## config.mk

```make
export PLATFORM = sky130hd
export DESIGN_NAME = mst_wr_arb
export DESIGN_NICKNAME = d
export VERILOG_FILES = /design/src/rtl/mst_wr_arb_pkg.sv /design/src/rtl/mst_wr_arb_rr.sv /design/src/rtl/mst_wr_arb.sv
export SDC_FILE = /design/constraint.sdc
export NUM_CORES = 1
export LEC_CHECK = 0
export BUFFER_PORTS_ARGS = -buffer_cell sky130_fd_sc_hd__buf_4
export CORE_MARGIN = 2
export CORE_UTILIZATION = 45
export CTS_CLUSTER_DIAMETER = 40
export DETAILED_ROUTE_END_ITERATION = 12
export GPL_TIMING_DRIVEN = 0
export HOLD_SLACK_MARGIN = 0.15
export PLACE_DENSITY_LB_ADDON = 0.15
export SKIP_LAST_GASP = 1
export SYNTH_ARGS = -nofsm -noshare
export SYNTH_HDL_FRONTEND = slang
export SYNTH_SLANG_ARGS = --single-unit
```

## constraint.sdc

```tcl
create_clock -name sys_clk -period 5.02 [get_ports sys_clk]
set_input_delay 0.502 -clock sys_clk [delete_from_list [all_inputs] [get_ports sys_clk]]
set_output_delay 0.502 -clock sys_clk [all_outputs]
set_load 0.02 [all_outputs]
```

## src/rtl/mst_wr_arb_pkg.sv

```systemverilog
// Shared types and constants for the two-requester master-FIFO write arbiter.
// Word layout: [17] command/start, [16] last, [15:0] payload.
package mst_wr_arb_pkg;
    localparam int WORD_W  = 18;
    localparam int WB_CMD  = 17;
    localparam int WB_LAST = 16;

    typedef enum logic [1:0] {
        ARB_IDLE = 2'd0,
        ARB_G0   = 2'd1,
        ARB_G1   = 2'd2
    } arb_state_t;
endpackage

```

## src/rtl/mst_wr_arb_rr.sv

```systemverilog
// Two-way round-robin pick; rr remembers the last granted index (1 after reset so rq0 wins first).
// Combinational pick, rr updates only when a grant is actually taken.
module mst_wr_arb_rr (
    input  logic sys_clk,
    input  logic sys_rst,
    input  logic req0,
    input  logic req1,
    input  logic take,
    output logic pick
);
    logic rr;

    always_comb begin
        pick = req1;
        if (req0 && req1) begin
            pick = ~rr;
        end
    end

    always_ff @(posedge sys_clk) begin
        if (!sys_rst) begin
            rr <= 1'b1;
        end else if (take) begin
            rr <= pick;
        end
    end
endmodule

```

## src/rtl/mst_wr_arb.sv

```systemverilog
// Packet-granular arbiter merging two requester streams into one master FIFO.
// Latency 1 (accepted word -> mst_wr_en next cycle); ready follows ~mst_full while granted.
module mst_wr_arb
    import mst_wr_arb_pkg::*;
#(
    parameter int CNT_W = 8
) (
    input  logic              sys_clk,
    input  logic              sys_rst,
    input  logic [WORD_W-1:0] rq0_din,
    input  logic              rq0_valid,
    output logic              rq0_ready,
    input  logic [WORD_W-1:0] rq1_din,
    input  logic              rq1_valid,
    output logic              rq1_ready,
    output logic [WORD_W-1:0] mst_din,
    output logic              mst_wr_en,
    input  logic              mst_full,
    output logic [CNT_W-1:0]  rq0_pkt_cnt,
    output logic [CNT_W-1:0]  rq1_pkt_cnt,
    output logic              rq0_err,
    output logic              rq1_err
);
    arb_state_t        state;
    arb_state_t        state_nxt;
    logic              first;
    logic              take;
    logic              pick;
    logic              sel1;
    logic [WORD_W-1:0] sel_din;
    logic              sel_vld;
    logic              acc;
    logic              bad_first;
    logic              fwd;
    logic              done;

    assign take = (state == ARB_IDLE) && (rq0_valid || rq1_valid);

    mst_wr_arb_rr u_rr (
        .sys_clk (sys_clk),
        .sys_rst (sys_rst),
        .req0    (rq0_valid),
        .req1    (rq1_valid),
        .take    (take),
        .pick    (pick)
    );

    assign sel1    = (state == ARB_G1);
    assign sel_din = sel1 ? rq1_din : rq0_din;
    assign sel_vld = sel1 ? rq1_valid : rq0_valid;

    always_comb begin
        state_nxt = state;
        rq0_ready = 1'b0;
        rq1_ready = 1'b0;
        acc       = 1'b0;
        bad_first = 1'b0;
        fwd       = 1'b0;
        done      = 1'b0;
        case (state)
            ARB_IDLE: begin
                if (take) begin
                    state_nxt = pick ? ARB_G1 : ARB_G0;
                end
            end
            ARB_G0, ARB_G1: begin
                rq0_ready = !sel1 && !mst_full;
                rq1_ready = sel1 && !mst_full;
                acc       = sel_vld && !mst_full;
                // Only the opening word of a grant must carry the command bit.
                bad_first = acc && first && !sel_din[WB_CMD];
                fwd       = acc && !bad_first;
                done      = fwd && sel_din[WB_LAST];
                if (bad_first || done) begin
                    state_nxt = ARB_IDLE;
                end
            end
            default: state_nxt = ARB_IDLE;
        endcase
    end

    always_ff @(posedge sys_clk) begin
        if (!sys_rst) begin
            state <= ARB_IDLE;
        end else begin
            state <= state_nxt;
        end
    end

    always_ff @(posedge sys_clk) begin
        if (!sys_rst) begin
            first       <= 1'b1;
            mst_wr_en   <= 1'b0;
            mst_din     <= '0;
            rq0_pkt_cnt <= '0;
            rq1_pkt_cnt <= '0;
            rq0_err     <= 1'b0;
            rq1_err     <= 1'b0;
        end else begin
            mst_wr_en <= fwd;
            if (fwd) begin
                mst_din <= sel_din;
            end
            if (state == ARB_IDLE) begin
                first <= 1'b1;
            end else if (acc) begin
                first <= 1'b0;
            end
            if (done) begin
                if (sel1) rq1_pkt_cnt <= rq1_pkt_cnt + CNT_W'(1);
                else      rq0_pkt_cnt <= rq0_pkt_cnt + CNT_W'(1);
            end
            if (bad_first) begin
                if (sel1) rq1_err <= 1'b1;
                else      rq0_err <= 1'b1;
            end
        end
    end
endmodule

```

==> results of run 1 <==
## cell usage after synthesis, drive strengths merged
master   number
inv           7
mux2i        21
o21ai         7
a2111oi       2
o32ai         2
clkbuf        5
nor4bb        1
nand4b        2
nor2b         1
and2          2
buf           6
and3          2
a211o         1
dfxtp        41
nand3b        1
a311o         1
nor2         28
ha            4
xnor2         5
nand2b        1
nand4         6
o21a          2
or4           2
a311oi        1
xor2          1
nor3b         1
nand3         2
or3           5
o31ai         3
a211oi       20
a31o          2
nand2         8
a21oi        11
a41oi         1
## kinds of logic after synthesis
| kind of cell | after synthesis | share of synthesized area, % |
|---|---|---|
| adders and majority gates | 4 | 2.632 |
| and+or+nand+nor | 62 | 16.25 |
| AOI/OAI and AO/OA | 53 | 19.54 |
| muxes | 21 | 11.71 |
| DFF | 41 | 43.16 |
| buffers and inverters | 18 | 3.947 |
| xor gates and xnor gates | 6 | 2.763 |
## report_power, final
group,switching [uW],internal [uW],total [uW]
clock network,112,162,274
logic,102,87.7,190
registers,9.16,342,352
## state kept, by name, indices dropped and copies added (netlist names)
signal       cells
rq1_err          1
mst_wr_en        1
mst_din         18
u_rr.rr          1
rq0_err          1
rq1_pkt_cnt      8
first            1
state            2
rq0_pkt_cnt      8
## critical path, cell delays in order, from the launching register on
cell and delay, ns:
dfxtp_1 0.30, inv_1 0.10, ha_1 0.17, buf_4 0.17
buf_1 0.53, nor2b_1 0.21, buf_4 0.15
## through the flow
step	power (uW)	cell area [sq um]	worst slack, ns	util (%)
6_report	815.1	2674	2.597	66.37
5_1_grt	854.0	2674	2.465	66.37
4_1_cts	822.9	2674	2.589	66.37
3_5_place_dp	546.8	2557	2.820	63.48
3_3_place_gp	542.5	2557	2.860	63.48
2_1_floorplan	474.1	1902	3.082	-
## metal layers
| metal | vias to the layer above | GRT usage, % | wire [um] | part of all wire [%] |
|---|---|---|---|---|
| li1 | 932 | - | - | - |
| met1 | 866 | 25.02 | 2130 | 44 |
| met2 | 45 | 35.04 | 2360 | 49 |
| met3 | 8 | 4.678 | 239 | 5.0 |
| met4 | 0 | 9.804 | 87 | 1.8 |
| met5 | - | 0 | 0 | 0 |
## layout by cell type, fill, tap and decap left out, drive strengths merged, types with 2 or more instances in the layout
master and count:
a31o 2, nand2 8, o21ai 7, nand4b 2
buf 85, nand4 6, mux2i 21, xnor2 5
o21a 2, and3 2, nor2 28, dfxtp 41
or3 5, o31ai 3, o32ai 2, a211oi 20
ha 4, nand3 2, a2111oi 2, clkbuf 12
and2 2, a21oi 11, or4 2, inv 7
## cell type report
class,instances,area [sq um],share of cell area [%]
flip-flops and latches,41,820.8,30.70
multi-input cells,146,1006,37.62
repair buffers,79,593.1,22.18
inverters,7,26.28,0.9827
well taps,50,62.56,2.340
plain buffers,11,48.80,1.825
clock buffers,7,86.33,3.229
clock inverters,1,30.03,1.123
## path summary, 6_finish.rpt
kind / slack [ns] / from / cells after the start / end
min reg2reg: 0.48 / rq0_err / 1 / rq0_err
max: 2.60 / state[0] / 6 / rq1_ready
min: 0.44 / sys_rst / 2 / u_rr.rr
max reg2reg: 2.79 / state[0] / 7 / mst_din[11]
==> results.json, run 1 <==
{
  "grt_pass1_vias": 1761,
  "drc_errors": 0,
  "n_fill_cell": 360,
  "yosysTopAreaCellShare_pct": 43.16,
  "cts_tree": "done",
  "ant_nets": 0,
  "clk_path_buf_depth": 2,
  "avgSynthCellArea_sq_um": 9.277,
  "drive_gt1_share_pct": 32.53,
  "fin_cells": 342,
  "antenna_found_initial": 0,
  "ys_ff_latch": 41,
  "placedCellCount": 334,
  "antenna-diode-count": 0,
  "finalCritPeriodShare_pct": 48.27,
  "slew_violations": 0,
  "num_rows": 23,
  "cp_max_fo": 10,
  "finalSetupTns_ns": 0,
  "start_util_pct": 47.20,
  "cp-end-kind": "output port",
  "post_synth_num_cell_types": 39,
  "die_area_sq_um": 4762,
  "syn_area_sq_um": 1902,
  "avgViaCountPerCell": 5.412,
  "ys_top_cells_by_area": "dfxtp_1 (43%), mux2i_1 (11%), a211oi_1 (7.5%)",
  "numPortBuffers": 79,
  "rsz0062_at_grt": "false",
  "ys_seq_area_share_pct": 43.16,
  "htreeDepth": 2,
  "crit_required_ns": 4.52,
  "crit_arrival_ns": 1.92,
  "dp_hpwl_mm": 3.635,
  "ir_drop_mv": 0.1580,
  "numCtsBuffers": 5,
  "firstDrtPassIters": 4,
  "max-cap-violations": 0,
  "yosysWarningCount": 0,
  "detail_route.wl_per_cell_um": 14.08,
  "setup_viol": 0,
  "hold_path.class": "in -> reg",
  "area_growth_pct": 40.59,
  "final_nets": 336,
  "core_area_sq_um": 4029,
  "gp_congestion": 0.7248,
  "cts-root-buf": "clkbuf_8",
  "io_pins": 80,
  "drtIter0Drc": 117,
  "hold_viol": 0,
  "grt_pass1_wl_mm": 8.059,
  "cp-start-kind": "register",
  "numClockSinks": 41,
  "yosys.area.top_type": "dfxtp_1",
  "insertion_delay_ns": 0.30,
  "grt_usage_pct": 20.81,
  "finalCriticalPeriod_ns": 2.423,
  "skew_ns": 0.007626,
  "hold_buffers": 0,
  "drt_wl_total_mm": 4.817,
  "path_class": "reg -> out",
  "fmax_mhz": 412.7,
  "status": "complete, no violations",
  "holdWs_ns": 0.4359,
  "relSlewSlack_pct": 51.37,
  "power.density_nw_per_um2": 304.8,
  "die_h_um": 69.01,
  "post_cts_buffers": 0,
  "grt_overflow_total": 0,
  "synth_nets": 250,
  "die_x_um": 69.01,
  "worst_slew_pin_slew_ns": 0.7295,
  "synthCells": 205,
  "cellLeakagePower_uw": 0.001056,
  "post_cts_resized": 0,
  "vias": 1851,
  "clk_pin_slew_ns": 0.08,
  "grt_start_max_net_pins": 13
}
No activity file was read; power rests on OpenSTA's default activity.
==> run 2, diff against run 1 <==
clock period = 2.4 ns   (was 5.02 ns; I/O delays follow)
==> run 2 against run 1 <==
Compared with the run above: clock skew is essentially flat; register-to-register slack got worse by 2.5 ns; critical path depth stayed put; sequential power rose by 110%; non-clock buffer count unchanged; routed wire length rose by 0.33%; global-route usage stayed put; sequential cell count unchanged; die area is the same; count of clock-buffer cells in the layout is the same; via count is 0.11% lower; first-iteration DRC count fell by 15%; largest power group unchanged.
==> results.json, run 2 (same netlist as run 1, synthesis figures left out) <==
{
  "cts_tree": "done",
  "path_delay_family": "buffers and inverters",
  "final_util_pct": 66.55,
  "start_util_pct": 47.20,
  "insertion_delay_ns": 0.30,
  "rsz0062_at_grt": "false",
  "avgViaCountPerCell": 5.406,
  "num_rows": 23,
  "p_sw_share_pct": 27.58,
  "setup_viol": 0,
  "grt_use_met3_pct": 4.678,
  "finalSetupTns_ns": 0,
  "hold_viol": 0,
  "finalCriticalPeriod_ns": 2.163,
  "power.density_nw_per_um2": 638.1,
  "clk_path_buf_depth": 2,
  "die_area_sq_um": 4762,
  "drt_wl_total_mm": 4.833,
  "largest_reg_flops": 18,
  "grt_pass1_vias": 1761,
  "clk_pin_slew_ns": 0.08,
  "grt_overflow_total": 0,
  "worst_slew_pin_slew_ns": 0.7301,
  "ant_nets": 0,
  "numClockSinks": 41,
  "cp_max_fo": 10,
  "grt_start_max_net_pins": 13,
  "regMostFlops": "mst_din",
  "io_pins": 80,
  "cp-start-kind": "register",
  "gp_congestion": 0.7248,
  "mostFrequentLayoutCell": "buf_4",
  "cp-end-kind": "output port",
  "relSlewSlack_pct": 51.33,
  "n_fill_cell": 360,
  "comb_power_share_pct": 23.4,
  "path_class": "reg -> out",
  "die_h_um": 69.01,
  "die_x_um": 69.01,
  "drive_gt1_share_pct": 32.53,
  "final_cell_mix": "buf_4 (80), dfxtp_1 (41), nor2_1 (28)",
  "hold_buffers": 0,
  "detail_route.wl_per_cell_um": 14.13,
  "max-cap-violations": 0,
  "core_area_sq_um": 4029,
  "post_cts_buffers": 0,
  "drc_errors": 0,
  "slowest_stage": "buf_1",
  "internal_power_uw": 1239,
  "skew_ns": 0.008109,
  "ir_drop_mv": 0.3306,
  "use_met1_pct": 25.02,
  "vias": 1849,
  "area_growth_pct": 40.99,
  "antenna_found_initial": 0,
  "htreeDepth": 2,
  "finalCritPeriodShare_pct": 90.12,
  "reg_top3": "mst_din (18), rq0_pkt_cnt (8), rq1_pkt_cnt (8)",
  "numCtsBuffers": 5,
  "grt_use_met2_pct": 35.04,
  "crit_required_ns": 2.16,
  "final_nets": 336,
  "slew_violations": 0,
  "status": "complete, no violations",
  "firstDrtPassIters": 4,
  "p_sw_uw": 471.9,
  "dp_hpwl_mm": 3.635,
  "path_cells": "inv_1 -> ha_1 -> buf_4 -> buf_1 -> nor2b_1 -> buf_4",
  "numPortBuffers": 79,
  "drtIter0Drc": 100,
  "hold_path.class": "in -> reg",
  "cp_slowest_stage_delay_ns": 0.53,
  "grt_busiest_layer": "met2",
  "grt_pass1_wl_mm": 8.059,
  "cts-root-buf": "clkbuf_8",
  "grt_usage_pct": 20.81,
  "crit_arrival_ns": 1.92,
  "fmax_mhz": 462.3,
  "antenna-diode-count": 0,
  "clkPwrFrac_pct": 33.6,
  "path_buf_inv": 4,
  "cellLeakagePower_uw": 0.001056,
  "cp_common_cell": "buf_4",
  "p_seq_share_pct": 43.0
}
## run 2: cell counts in the layout (fill, tap and decap cells not counted)
No cell type changed its count.
## run 2: stage by stage
stage               instance area, sq um  setup WS [ns]  total power, uW  std cells  hold WS [ns]
finish                              2681         0.2370             1711        342        0.1712
global route                        2681         0.1055             1791        342        0.1880
CTS                                 2674         0.1801             1721        342        0.1687
detailed placement                  2557         0.1999             1144        334        0.4670
global placement                    2557         0.2401             1135        334        0.4560
floorplan                           1902         0.4785            991.6        205        0.3162
## run 2: per-layer routing
layer	up-vias	wire length (um)
met3	8	250
met5	-	0
met1	865	2137
met2	49	2357
met4	0	87
li1	927	-
## run 2: cell type report
type | instances | area [sq um] | area share (%)
multi-input combinational | 146 | 1013 | 37.80
timing repair buffer | 79 | 593.1 | 22.12
tap | 50 | 62.56 | 2.333
buffer | 11 | 48.80 | 1.820
clock buffer | 7 | 86.33 | 3.220
sequential | 41 | 820.8 | 30.61
inverter | 7 | 26.28 | 0.9799
clock inverter | 1 | 30.03 | 1.120
## run 2: what timing repair did
action / in CTS / in global routing
endpoints found under the setup margin: 0 / 2
resized for setup: 0 / 1
endpoints found under the hold margin: 0 / 0
## run 2: final timing paths
check                 from          end  slack [ns]  cells past startpoint
setup reg to reg  state[0]  mst_din[11]        0.26                      7
setup / recovery  state[0]    rq1_ready        0.24                      6
hold / removal     sys_rst      u_rr.rr        0.17                      2
hold reg to reg    rq0_err      rq0_err        0.48                      1
## run 2: power by group through the flow
stage,Clock [uW],Combinational (uW),Sequential (uW)
floorplan,0,213,779
global placement,0,386,749
detailed placement,0,392,751
CTS,588,397,736
global route,615,437,740
finish,575,401,735
